$ cat src/rtl/hazard_stall_ctrl_if.sv
// Handshake bundle between the pipeline and the stall/flush controller.
//
// Pipeline -> controller (driven by the master):
//   D_Rs, D_Rt          source register fields of the instruction in D
//   D_TuseRs, D_TuseRt  cycles until D needs rs / rt (3 = never)
//   D_IsMD              D instruction is mult/div/mfhi/mflo/mthi/mtlo
//   E_WA, E_Tnew        E-stage destination (0 = none) and its Tnew
//   M_WA, M_Tnew        M-stage destination (0 = none) and its Tnew
//   E_MDStart, E_IsDiv  multiply/divide start in E (E_IsDiv: 1 = div)
// Controller -> pipeline (driven by the slave):
//   Stop_PC, Stop_DR    hold the PC and the D-stage register
//   Flush_ER            load a bubble into the E register
//   MD_Busy             multiply/divide unit busy (registered)
//   Stall_Cnt, MD_Stall_Cnt  performance counters, present only when
//                            STALL_CTRL_PERF_EN is defined
interface hazard_stall_ctrl_if;
  logic [4:0]  D_Rs;
  logic [4:0]  D_Rt;
  logic [1:0]  D_TuseRs;
  logic [1:0]  D_TuseRt;
  logic        D_IsMD;
  logic [4:0]  E_WA;
  logic [1:0]  E_Tnew;
  logic [4:0]  M_WA;
  logic [1:0]  M_Tnew;
  logic        E_MDStart;
  logic        E_IsDiv;
  logic        Stop_PC;
  logic        Stop_DR;
  logic        Flush_ER;
  logic        MD_Busy;
`ifdef STALL_CTRL_PERF_EN
  logic [31:0] Stall_Cnt;
  logic [31:0] MD_Stall_Cnt;
`endif

  modport master (
    output D_Rs, D_Rt, D_TuseRs, D_TuseRt, D_IsMD,
    output E_WA, E_Tnew, M_WA, M_Tnew, E_MDStart, E_IsDiv,
`ifdef STALL_CTRL_PERF_EN
    input  Stall_Cnt, MD_Stall_Cnt,
`endif
    input  Stop_PC, Stop_DR, Flush_ER, MD_Busy
  );

  modport slave (
    input  D_Rs, D_Rt, D_TuseRs, D_TuseRt, D_IsMD,
    input  E_WA, E_Tnew, M_WA, M_Tnew, E_MDStart, E_IsDiv,
`ifdef STALL_CTRL_PERF_EN
    output Stall_Cnt, MD_Stall_Cnt,
`endif
    output Stop_PC, Stop_DR, Flush_ER, MD_Busy
  );
endinterface

$ cat src/rtl/hazard_stall_ctrl.sv
// Stall/flush controller for the 5-stage pipeline.
//
// Each cycle decides whether to freeze the PC and D-stage register and
// bubble the E register. Stalls come from RAW hazards forwarding cannot
// cover (Tuse < Tnew) and from a D-stage HI/LO/mult/div instruction while
// the multiply/divide unit is starting or busy. Also owns the MDU busy FSM.
//
// Ports:
//   clk    rising-edge clock
//   reset  synchronous, active-high reset
//   bus    hazard_stall_ctrl_if.slave (see interface header for members)
//
// Parameters:
//   MULT_CYCLES  busy cycles after a mult/multu start (>=1)
//   DIV_CYCLES   busy cycles after a div/divu start (>=1)
//   CNT_W        busy counter width, must hold max(MULT_CYCLES, DIV_CYCLES)
//
// Optional feature: define STALL_CTRL_PERF_EN to add the Stall_Cnt and
// MD_Stall_Cnt cycle counters. Without it no counter logic exists.
module hazard_stall_ctrl #(
  parameter int MULT_CYCLES = 5,
  parameter int DIV_CYCLES  = 10,
  parameter int CNT_W       = 4
) (
  input logic               clk,
  input logic               reset,
  hazard_stall_ctrl_if.slave bus
);

  typedef enum logic {IDLE, BUSY} md_state_t;

  md_state_t        state;
  logic [CNT_W-1:0] cnt;
  logic             md_busy;
  logic             stall_rs;
  logic             stall_rt;
  logic             stall_md;
  logic             stall;
  logic [CNT_W-1:0] load_val;

  assign md_busy  = (state == BUSY);
  assign load_val = bus.E_IsDiv ? CNT_W'(DIV_CYCLES) : CNT_W'(MULT_CYCLES);

  // Register 0 never stalls; Tnew==0 never stalls because Tuse < 0 is false.
  assign stall_rs = (bus.D_Rs != 5'd0) &&
                    (((bus.D_Rs == bus.E_WA) && (bus.D_TuseRs < bus.E_Tnew)) ||
                     ((bus.D_Rs == bus.M_WA) && (bus.D_TuseRs < bus.M_Tnew)));
  assign stall_rt = (bus.D_Rt != 5'd0) &&
                    (((bus.D_Rt == bus.E_WA) && (bus.D_TuseRt < bus.E_Tnew)) ||
                     ((bus.D_Rt == bus.M_WA) && (bus.D_TuseRt < bus.M_Tnew)));
  // The start pulse itself blocks MD instructions, before MD_Busy rises.
  assign stall_md = bus.D_IsMD && (bus.E_MDStart || md_busy);
  assign stall    = stall_rs | stall_rt | stall_md;

  assign bus.Stop_PC  = stall & ~reset;
  assign bus.Stop_DR  = stall & ~reset;
  assign bus.Flush_ER = stall & ~reset;
  assign bus.MD_Busy  = md_busy;

  // MDU busy FSM: busy for exactly N cycles after the start cycle.
  // A start while BUSY reloads the count, so the newest start wins.
  always_ff @(posedge clk) begin
    if (reset) begin
      state <= IDLE;
      cnt   <= '0;
    end else if (bus.E_MDStart) begin
      state <= BUSY;
      cnt   <= load_val;
    end else if (state == BUSY) begin
      if (cnt > CNT_W'(1)) begin
        cnt <= cnt - CNT_W'(1);
      end else begin
        cnt   <= '0;
        state <= IDLE;
      end
    end
  end

`ifdef STALL_CTRL_PERF_EN
  logic [31:0] stall_cnt;
  logic [31:0] md_stall_cnt;

  // Counters wrap naturally at 2^32.
  always_ff @(posedge clk) begin
    if (reset) begin
      stall_cnt    <= '0;
      md_stall_cnt <= '0;
    end else begin
      if (stall)    stall_cnt    <= stall_cnt + 32'd1;
      if (stall_md) md_stall_cnt <= md_stall_cnt + 32'd1;
    end
  end

  assign bus.Stall_Cnt    = stall_cnt;
  assign bus.MD_Stall_Cnt = md_stall_cnt;
`endif

endmodule

$ cat src/flat_wrapper.sv
// flat-port wrapper written by rule: the top's interface ports become plain ports
module hazard_stall_ctrl_flat 
#(
  parameter int MULT_CYCLES = 5,
  parameter int DIV_CYCLES  = 10,
  parameter int CNT_W       = 4
)
  (clk, reset, bus_D_Rs, bus_D_Rt, bus_D_TuseRs, bus_D_TuseRt, bus_D_IsMD, bus_E_WA, bus_E_Tnew, bus_M_WA, bus_M_Tnew, bus_E_MDStart, bus_E_IsDiv, bus_Stop_PC, bus_Stop_DR, bus_Flush_ER, bus_MD_Busy);
  hazard_stall_ctrl_if bus_i ();
  input logic clk;
  input logic reset;
  input wire logic [$bits(bus_i.D_Rs)-1:0] bus_D_Rs;
  input wire logic [$bits(bus_i.D_Rt)-1:0] bus_D_Rt;
  input wire logic [$bits(bus_i.D_TuseRs)-1:0] bus_D_TuseRs;
  input wire logic [$bits(bus_i.D_TuseRt)-1:0] bus_D_TuseRt;
  input wire logic [$bits(bus_i.D_IsMD)-1:0] bus_D_IsMD;
  input wire logic [$bits(bus_i.E_WA)-1:0] bus_E_WA;
  input wire logic [$bits(bus_i.E_Tnew)-1:0] bus_E_Tnew;
  input wire logic [$bits(bus_i.M_WA)-1:0] bus_M_WA;
  input wire logic [$bits(bus_i.M_Tnew)-1:0] bus_M_Tnew;
  input wire logic [$bits(bus_i.E_MDStart)-1:0] bus_E_MDStart;
  input wire logic [$bits(bus_i.E_IsDiv)-1:0] bus_E_IsDiv;
  output wire logic [$bits(bus_i.Stop_PC)-1:0] bus_Stop_PC;
  output wire logic [$bits(bus_i.Stop_DR)-1:0] bus_Stop_DR;
  output wire logic [$bits(bus_i.Flush_ER)-1:0] bus_Flush_ER;
  output wire logic [$bits(bus_i.MD_Busy)-1:0] bus_MD_Busy;
  assign bus_i.D_Rs = bus_D_Rs;
  assign bus_i.D_Rt = bus_D_Rt;
  assign bus_i.D_TuseRs = bus_D_TuseRs;
  assign bus_i.D_TuseRt = bus_D_TuseRt;
  assign bus_i.D_IsMD = bus_D_IsMD;
  assign bus_i.E_WA = bus_E_WA;
  assign bus_i.E_Tnew = bus_E_Tnew;
  assign bus_i.M_WA = bus_M_WA;
  assign bus_i.M_Tnew = bus_M_Tnew;
  assign bus_i.E_MDStart = bus_E_MDStart;
  assign bus_i.E_IsDiv = bus_E_IsDiv;
  assign bus_Stop_PC = bus_i.Stop_PC;
  assign bus_Stop_DR = bus_i.Stop_DR;
  assign bus_Flush_ER = bus_i.Flush_ER;
  assign bus_MD_Busy = bus_i.MD_Busy;
  hazard_stall_ctrl #(.MULT_CYCLES(MULT_CYCLES), .DIV_CYCLES(DIV_CYCLES), .CNT_W(CNT_W)) u_core (.clk(clk), .reset(reset), .bus(bus_i));
endmodule
$ cat config.mk
export PLATFORM = sky130hd
export DESIGN_NAME = hazard_stall_ctrl_flat
export DESIGN_NICKNAME = d
export VERILOG_FILES = /design/src/rtl/hazard_stall_ctrl_if.sv /design/src/rtl/hazard_stall_ctrl.sv /design/src/flat_wrapper.sv
export SDC_FILE = /design/constraint.sdc
export NUM_CORES = 1
export LEC_CHECK = 0
export CAP_MARGIN = 20
export CORE_MARGIN = 1
export CORE_UTILIZATION = 34
export DETAILED_ROUTE_END_ITERATION = 8
export DONT_BUFFER_PORTS = 1
export GPL_ROUTABILITY_DRIVEN = 0
export PLACE_DENSITY = 0.51
export SETUP_SLACK_MARGIN = 0.02
export SLEW_MARGIN = 40
export SYNTH_ARGS = -nofsm -noshare
export SYNTH_HDL_FRONTEND = slang
export SYNTH_SLANG_ARGS = --single-unit
$ cat constraint.sdc
create_clock -name clk -period 5.8 [get_ports clk]
set_input_delay 1.16 -clock clk [delete_from_list [all_inputs] [get_ports clk]]
set_output_delay 1.16 -clock clk [all_outputs]
set_load 0.1 [all_outputs]
==> results of run 1 <==
[area by class of cell]
cell class / instances / area, sq um / area share, %
clock buffers: 4 / 26.3 / 3.58
inverters: 6 / 22.5 / 3.07
multi-input cells: 65 / 526 / 71.7
flip-flops and latches: 5 / 100 / 13.7
well taps: 25 / 31.3 / 4.27
repair buffers: 2 / 27.5 / 3.75
[power by group through the flow]
stage / Clock [mW] / Combinational [mW] / Sequential [mW]
3_5_place_dp: 0 / 0.0548 / 0.0402
3_3_place_gp: 0 / 0.0542 / 0.0401
4_1_cts: 0.0413 / 0.0549 / 0.0396
5_1_grt: 0.0440 / 0.0602 / 0.0400
6_report: 0.0403 / 0.0545 / 0.0396
2_1_floorplan: 0 / 0.0433 / 0.0440
[metal layers]
metal / share of wire (%) / vias up
met5: 0 / -
met4: 0 / 0
met3: 10 / 0
met2: 41 / 22
met1: 49 / 229
li1: - / 287
[final timing paths]
kind | from | endpoint
worst max-delay path | bus_M_Tnew[1] | bus_Stop_DR
worst min-delay path | u_core.cnt[3] | u_core.cnt[3]
worst max register to register | u_core.cnt[0] | u_core.cnt[1]
worst min register to register | u_core.cnt[3] | u_core.cnt[3]
[logic make-up (layout without fill, tap and decap cells)]
group,count (synthesis),in the layout,share of synthesized area (%)
compound gates,17,17,20.3
simple gates,21,21,18.0
buf+inv,9,12,6.33
fa+ha+maj,6,6,11.5
xor+xnor,20,20,26.9
flops,5,5,15.4
mux,1,1,1.54
[stage by stage]
step                utilization (%)  instance area (sq um)  instances  setup WS [ps]
floorplan                         -                    652         79            408
global placement               40.1                    707        103           1530
detailed placement             40.1                    707        103           1510
CTS                            41.6                    733        107           1510
global route                   41.6                    733        107           1430
finish                         41.6                    733        107           1530
[critical path, stage by stage]
cell       delay (ps)
inv_1              30
ha_1              320
a2111oi_4         290
nand4_1           120
o2bb2ai_1         170
a31oi_4           670
buf_12            340
[cell usage in the layout (no fill, tap or decap), drive strengths merged, types with 3 or more instances in the layout]
cell type / netlist / routed
o21a: 3 / 3
a21oi: 3 / 3
ha: 6 / 6
nand2: 3 / 3
clkbuf: 1 / 4
xnor2: 13 / 13
nand4: 4 / 4
xor2: 7 / 7
dfxtp: 5 / 5
o21ai: 4 / 4
inv: 6 / 6
nor2: 5 / 5
[flip-flops by register name (all words and copies together), names as in the netlist]
name and flops:
u_core.bus.MD_Busy 1, u_core.cnt 4
==> metrics.cfg, run 1 <==
[sta]
timing.hold.ws_ps=631
drv_slew=0
post-route-period-util_pct=73.6
hold_viol_final=0
min_period_ps=4270
finalSetupViolCount=0
skew_ps=2.22
rsz0062_at_grt=false
max_freq_ghz=0.234
slew_headroom_pct=44.3
worst_pin_slew_ps=837
tns_ps=0

[floorplanning]
fp.coreArea_sq_um=1760
start_util_pct=37.0
fp.dieW_um=45.8
row_count=15
die_y_um=45.8
die-area_sq_um=2100
ios=37

[yosys]
synth_edf_count=0
yosys_warnings=0
syn_area_sq_um=652
seq_area_frac_synth_pct=15.4
syn_inst=79
yosys_most_used_dff=dfxtp_1
synth.distinct_cells=26
ys_ff_latch=5
synth_commonest_cells=13 x xnor2_1, 7 x xor2_1, 6 x ha_1, 6 x inv_1
synthArstFlopShare_pct=0
yosys.cell_count.top_type=xnor2_1
yosysTopAreaCell=xnor2_1
ys_top_cells_by_area=xnor2_1 17%, dfxtp_1 15%, ha_1 12%, xor2_1 9.4%, a2111oi_4 4.2%
syn_avg_cell_area_sq_um=8.25
syn_nets=118
yosys.area.top_type_share_pct=17.5

[global_routing]
use_met3_pct=5.16
met2_usage_pct=23.1
busiest_layer=met2
grt_max_degree=9
use_met1_pct=20.5
grt.total_usage_pct=15.2
grt_pass1_wl_um=2290
antenna_found_initial=0
grt_pass1_vias=582
grt_overflow_total=0

[place]
io_buffers=0
dp_hpwl_um=1270

[detailed_routing]
drtPass1Iterations=4
viasPerCell=5.03
drc=0
vias=538
ant_nets=0
finalWirelength_um=1400
drt_iter0_markers=5
post_drt_wl_per_cell_um=13.1

[clock_tree]
cts_setup_buffers=0
cts_buffers=3
root_buffer=clkbuf_4
cts_sinks=5
cts_tree=done
clockBufferDepth=2
ctsHoldBuffers=0
clkLatencyLatePin_ps=240
cts_resized=0
htree_levels=1
clk_pin_slew_ps=40

[min_path]
hold_depth=2
hp-class=register to register

[final_layout]
n_antenna_cell=0
area_delta_synth_final_pct=12.5
final_nets=122
layout-drive-gt1-share_pct=8.54
fill_cells=206

[worst_setup_path]
path_class=input port to primary output
critPathCaptureType=primary output
rrSetupSlack_ps=4350
ff2ff_path_depth=6
required_ps=4640
worstPathMaxFanout=2
crit_arrival_ps=3110
startpoint_type=input port

[power_and_ir_drop]
p_int_uw=85.4
power.density_nw_per_um2=183
max-vdd-ir-drop_mv=0.0783
clockPowerShare_pct=30.0
p_total_uw=134
seqPwrFrac_pct=29.5
p_sw_share_pct=36.4
p_comb_share_pct=40.5
power_leakage_nw=0.260
p_switching_uw=48.9

[status]
status=completed

[flow_run]
maxCapViolations=0

(Power assumes the default switching activity.)
==> inputs of run 2 (changes only) <==
--- a/config.mk
+++ b/config.mk
@@ -5,13 +5,14 @@
 export SDC_FILE = /design/constraint.sdc
 export NUM_CORES = 1
 export LEC_CHECK = 0
+export ABC_AREA = 1
 export CAP_MARGIN = 20
 export CORE_MARGIN = 1
 export CORE_UTILIZATION = 34
 export DETAILED_ROUTE_END_ITERATION = 8
 export DONT_BUFFER_PORTS = 1
 export GPL_ROUTABILITY_DRIVEN = 0
-export PLACE_DENSITY = 0.51
+export PLACE_DENSITY = 0.53
 export SETUP_SLACK_MARGIN = 0.02
 export SLEW_MARGIN = 40
 export SYNTH_ARGS = -nofsm -noshare
==> constraint.sdc (replaced) <==
create_clock -name clk -period 3.81 [get_ports clk]
set_input_delay 0.762 -clock clk [delete_from_list [all_inputs] [get_ports clk]]
set_output_delay 0.762 -clock clk [all_outputs]
set_load 0.1 [all_outputs]
==> run 2 against run 1 <==
  * Sequential share of layout area is 2.4 points lower
  * Global-route usage increased by 1.8 points
  * Clock power rose by 53%
  * Critical path depth is 4 higher
  * Hold slack worse by 130 ps
  * Routed wire length grew 43%
  * Die area rose by 24%
  * Largest cell class unchanged
==> metrics.cfg, run 2 <==
[final_layout]
final_common_cell=nand2_1  ; was xnor2_1
n_antenna_cell=0  ; unchanged
multi_input_comb_area_sq_um=574  ; was 526 sq um
final_cell_mix=56 x nand2_1, 29 x inv_1, 12 x nor2_1, 10 x nand3_1, 6 x ha_1  ; was 13 x xnor2_1, 7 x xor2_1, 6 x inv_1, 6 x ha_1
final-seq-area_sq_um=100  ; unchanged
top_register=u_core.cnt  ; unchanged
final_nets=198  ; was 122
fill_cells=255  ; was 206
area_delta_synth_final_pct=9.04  ; was 12.5%
layout-drive-gt1-share_pct=9.49  ; was 8.54%
largest_register_ffs=4  ; unchanged

[power_and_ir_drop]
max-vdd-ir-drop_mv=0.222  ; was 0.0783 mV
power_leakage_nw=0.529  ; was 0.260 nW
power.density_nw_per_um2=260  ; was 183 nW/um^2

[sta]
post-route-period-util_pct=73.5
hold_viol_final=0  ; unchanged
drv_slew=0  ; unchanged
rsz0062_at_grt=false  ; unchanged
worst_pin_slew_ps=300  ; was 837 ps
slew_headroom_pct=80.0  ; was 44.3%
min_period_ps=2800
max_freq_ghz=0.357
setup_slack_ps=1010  ; was 1530 ps
skew_ps=2.69  ; was 2.22 ps
finalSetupViolCount=0  ; unchanged
tns_ps=0  ; unchanged

[min_path]
hp-class=register to register  ; unchanged

[worst_setup_path]
critPathCaptureType=primary output  ; unchanged
required_ps=3050  ; was 4640 ps
cpMostUsedCell=nand2_1
critical_path.max_stage_delay_ps=320  ; was 670 ps
crit_chain=inv_1, ha_1, a21boi_0, nor2_1, nand3_1, nand2_1, nand2_1, nand3_1, nand2_1, inv_2, buf_12  ; was inv_1, ha_1, a2111oi_4, nand4_1, o2bb2ai_1, a31oi_4, buf_12
cpMaxStageDelayCell=buf_12  ; was a31oi_4
path_class=input port to primary output  ; unchanged
crit_arrival_ps=2040  ; was 3110 ps
worstPathMaxFanout=3  ; was 2
startpoint_type=input port  ; unchanged

[detailed_routing]
drt_iter0_markers=12  ; was 5
post_drt_wl_per_cell_um=10.8  ; was 13.1 um
ant_nets=0  ; unchanged
finalWirelength_um=2000  ; was 1400 um
drc=0  ; unchanged
vias=865  ; was 538
drtPass1Iterations=4  ; unchanged
viasPerCell=4.65  ; was 5.03

[yosys]
yosys.cell_count.top_type=nand2_1  ; was xnor2_1
ys_top_cells_by_area=nand2_1 26%, inv_1 14%, dfxtp_1 12%, ha_1 9.2%, nand3_1 6.1%  ; was xnor2_1 17%, dfxtp_1 15%, ha_1 12%, xor2_1 9.4%, a2111oi_4 4.2%
synthArstFlopShare_pct=0  ; unchanged
syn_inst=154  ; was 79
yosysTopAreaCell=nand2_1  ; was xnor2_1
synth_edf_count=0  ; unchanged
synth.distinct_cells=22  ; was 26
syn_avg_cell_area_sq_um=5.31  ; was 8.25 sq um
syn_area_sq_um=817  ; was 652 sq um
yosys_most_used_dff=dfxtp_1  ; unchanged
synth_commonest_cells=56 x nand2_1, 30 x inv_1, 12 x nor2_1  ; was 13 x xnor2_1, 7 x xor2_1, 6 x ha_1, 6 x inv_1
yosys_warnings=0  ; unchanged
yosys.area.top_type_share_pct=25.7  ; was 17.5%
ys_ff_latch=5  ; unchanged
syn_nets=193  ; was 118
seq_area_frac_synth_pct=12.3  ; was 15.4%

[floorplanning]
fp.coreArea_sq_um=2230  ; was 1760 sq um
fp.dieW_um=51.0  ; was 45.8 um
start_util_pct=36.6  ; was 37.0%
ios=37  ; unchanged
row_count=17  ; was 15
die-area_sq_um=2600  ; was 2100 sq um
die_y_um=51.0  ; was 45.8 um

[global_routing]
grt_pass1_wl_um=3390  ; was 2290 um
grt_pass1_vias=917  ; was 582
grt.total_usage_pct=16.9  ; was 15.2%
grt_max_degree=6  ; was 9
antenna_found_initial=0  ; unchanged
grt_overflow_total=0  ; unchanged

[clock_tree]
clkLatencyLatePin_ps=250  ; was 240 ps
cts_tree=done  ; unchanged
cts_resized=0  ; unchanged
cts_buffers=3  ; unchanged
htree_levels=1  ; unchanged
ctsHoldBuffers=0  ; unchanged
cts_sinks=5  ; unchanged
clockBufferDepth=2  ; unchanged
root_buffer=clkbuf_4  ; unchanged
clk_pin_slew_ps=40  ; about the same
cts_setup_buffers=0  ; unchanged

[flow_run]
maxCapViolations=0  ; unchanged

[place]
dp_hpwl_um=1760  ; was 1270 um
io_buffers=0  ; unchanged
pre_cts_ws_ps=1020  ; was 1510 ps

[status]
status=completed  ; unchanged

==> run 2: cell types whose count changed in the layout (fill, tap and decap cells not counted), sizes merged, moves of 4 or more <==
cell	delta
xor2	-4
xnor2	-12
a21boi	+4
nand3	+9
inv	+28
nor2	+10
nand2	+53
==> run 2: metrics by stage <==
| step | cells | util, % | instance area (sq um) | hold WS, ps | total power [mW] |
|---|---|---|---|---|---|
| after floorplan | 154 | - | 817 | 463 | 0.154 |
| after global placement | 182 | 38.7 | 865 | 481 | 0.170 |
| after detailed placement | 182 | 38.7 | 865 | 492 | 0.171 |
| after CTS | 186 | 39.9 | 891 | 500 | 0.234 |
| after global routing | 186 | 39.9 | 891 | 561 | 0.251 |
| final | 186 | 39.9 | 891 | 498 | 0.232 |
==> run 2: power breakdown <==
group | switching (mW) | leakage [nW] | total [mW] | internal (mW)
clock network | 0.0221 | 0.0150 | 0.0617 | 0.0396
logic | 0.0725 | 0.473 | 0.109 | 0.0361
registers | 0.00341 | 0.0414 | 0.0612 | 0.0578
total | 0.0980 | 0.529 | 0.232 | 0.134
==> run 2: layer usage <==
metal  global-route usage (%)  wire length (um)  vias to the layer above
met5                        0                 0                        -
met4                     6.94                31                        0
met3                     2.68                87                        5
met2                     32.7              1020                       20
met1                     17.8               864                      364
li1                         -                 -                      476
==> run 2: path summary, 6_finish.rpt <==
kind / startpoint / slack (ps) / depth (start not counted) / to
setup / recovery: bus_E_Tnew[1] / 1010 / 11 / bus_Stop_PC
hold / removal: u_core.cnt[3] / 500 / 2 / u_core.cnt[3]
setup reg to reg: u_core.cnt[0] / 2520 / 7 / u_core.cnt[3]
hold reg to reg: u_core.cnt[3] / 500 / 2 / u_core.cnt[3]
==> run 2: worst max-delay path: cells and delay by family <==
family                     cells  cell delay (ps)
adders and majority gates      1              280
buffers and inverters          3              420
AOI/OAI and AO/OA              1              120
and+or+nand+nor                6              440
==> run 2: logic make-up (layout without fill, tap and decap cells) <==
group                    count (synthesis)  after routing  share of synthesized area (%)
AO/OA/AOI/OAI                           19             19                           15.2
flip-flops                               5              5                           12.3
buffers and inverters                   36             40                           17.5
AND/OR/NAND/NOR                         84             84                           41.7
adder cells (fa/ha/maj)                  6              6                           9.19
XOR/XNOR                                 4              4                           4.29
==> run 2: cell type report <==
cell class | instances | share of cell area (%)
multi-input cells | 113 | 64.5
clock buffers | 4 | 2.95
flip-flops and latches | 5 | 11.2
repair buffers | 2 | 3.09
inverters | 34 | 14.3
well taps | 28 | 3.93
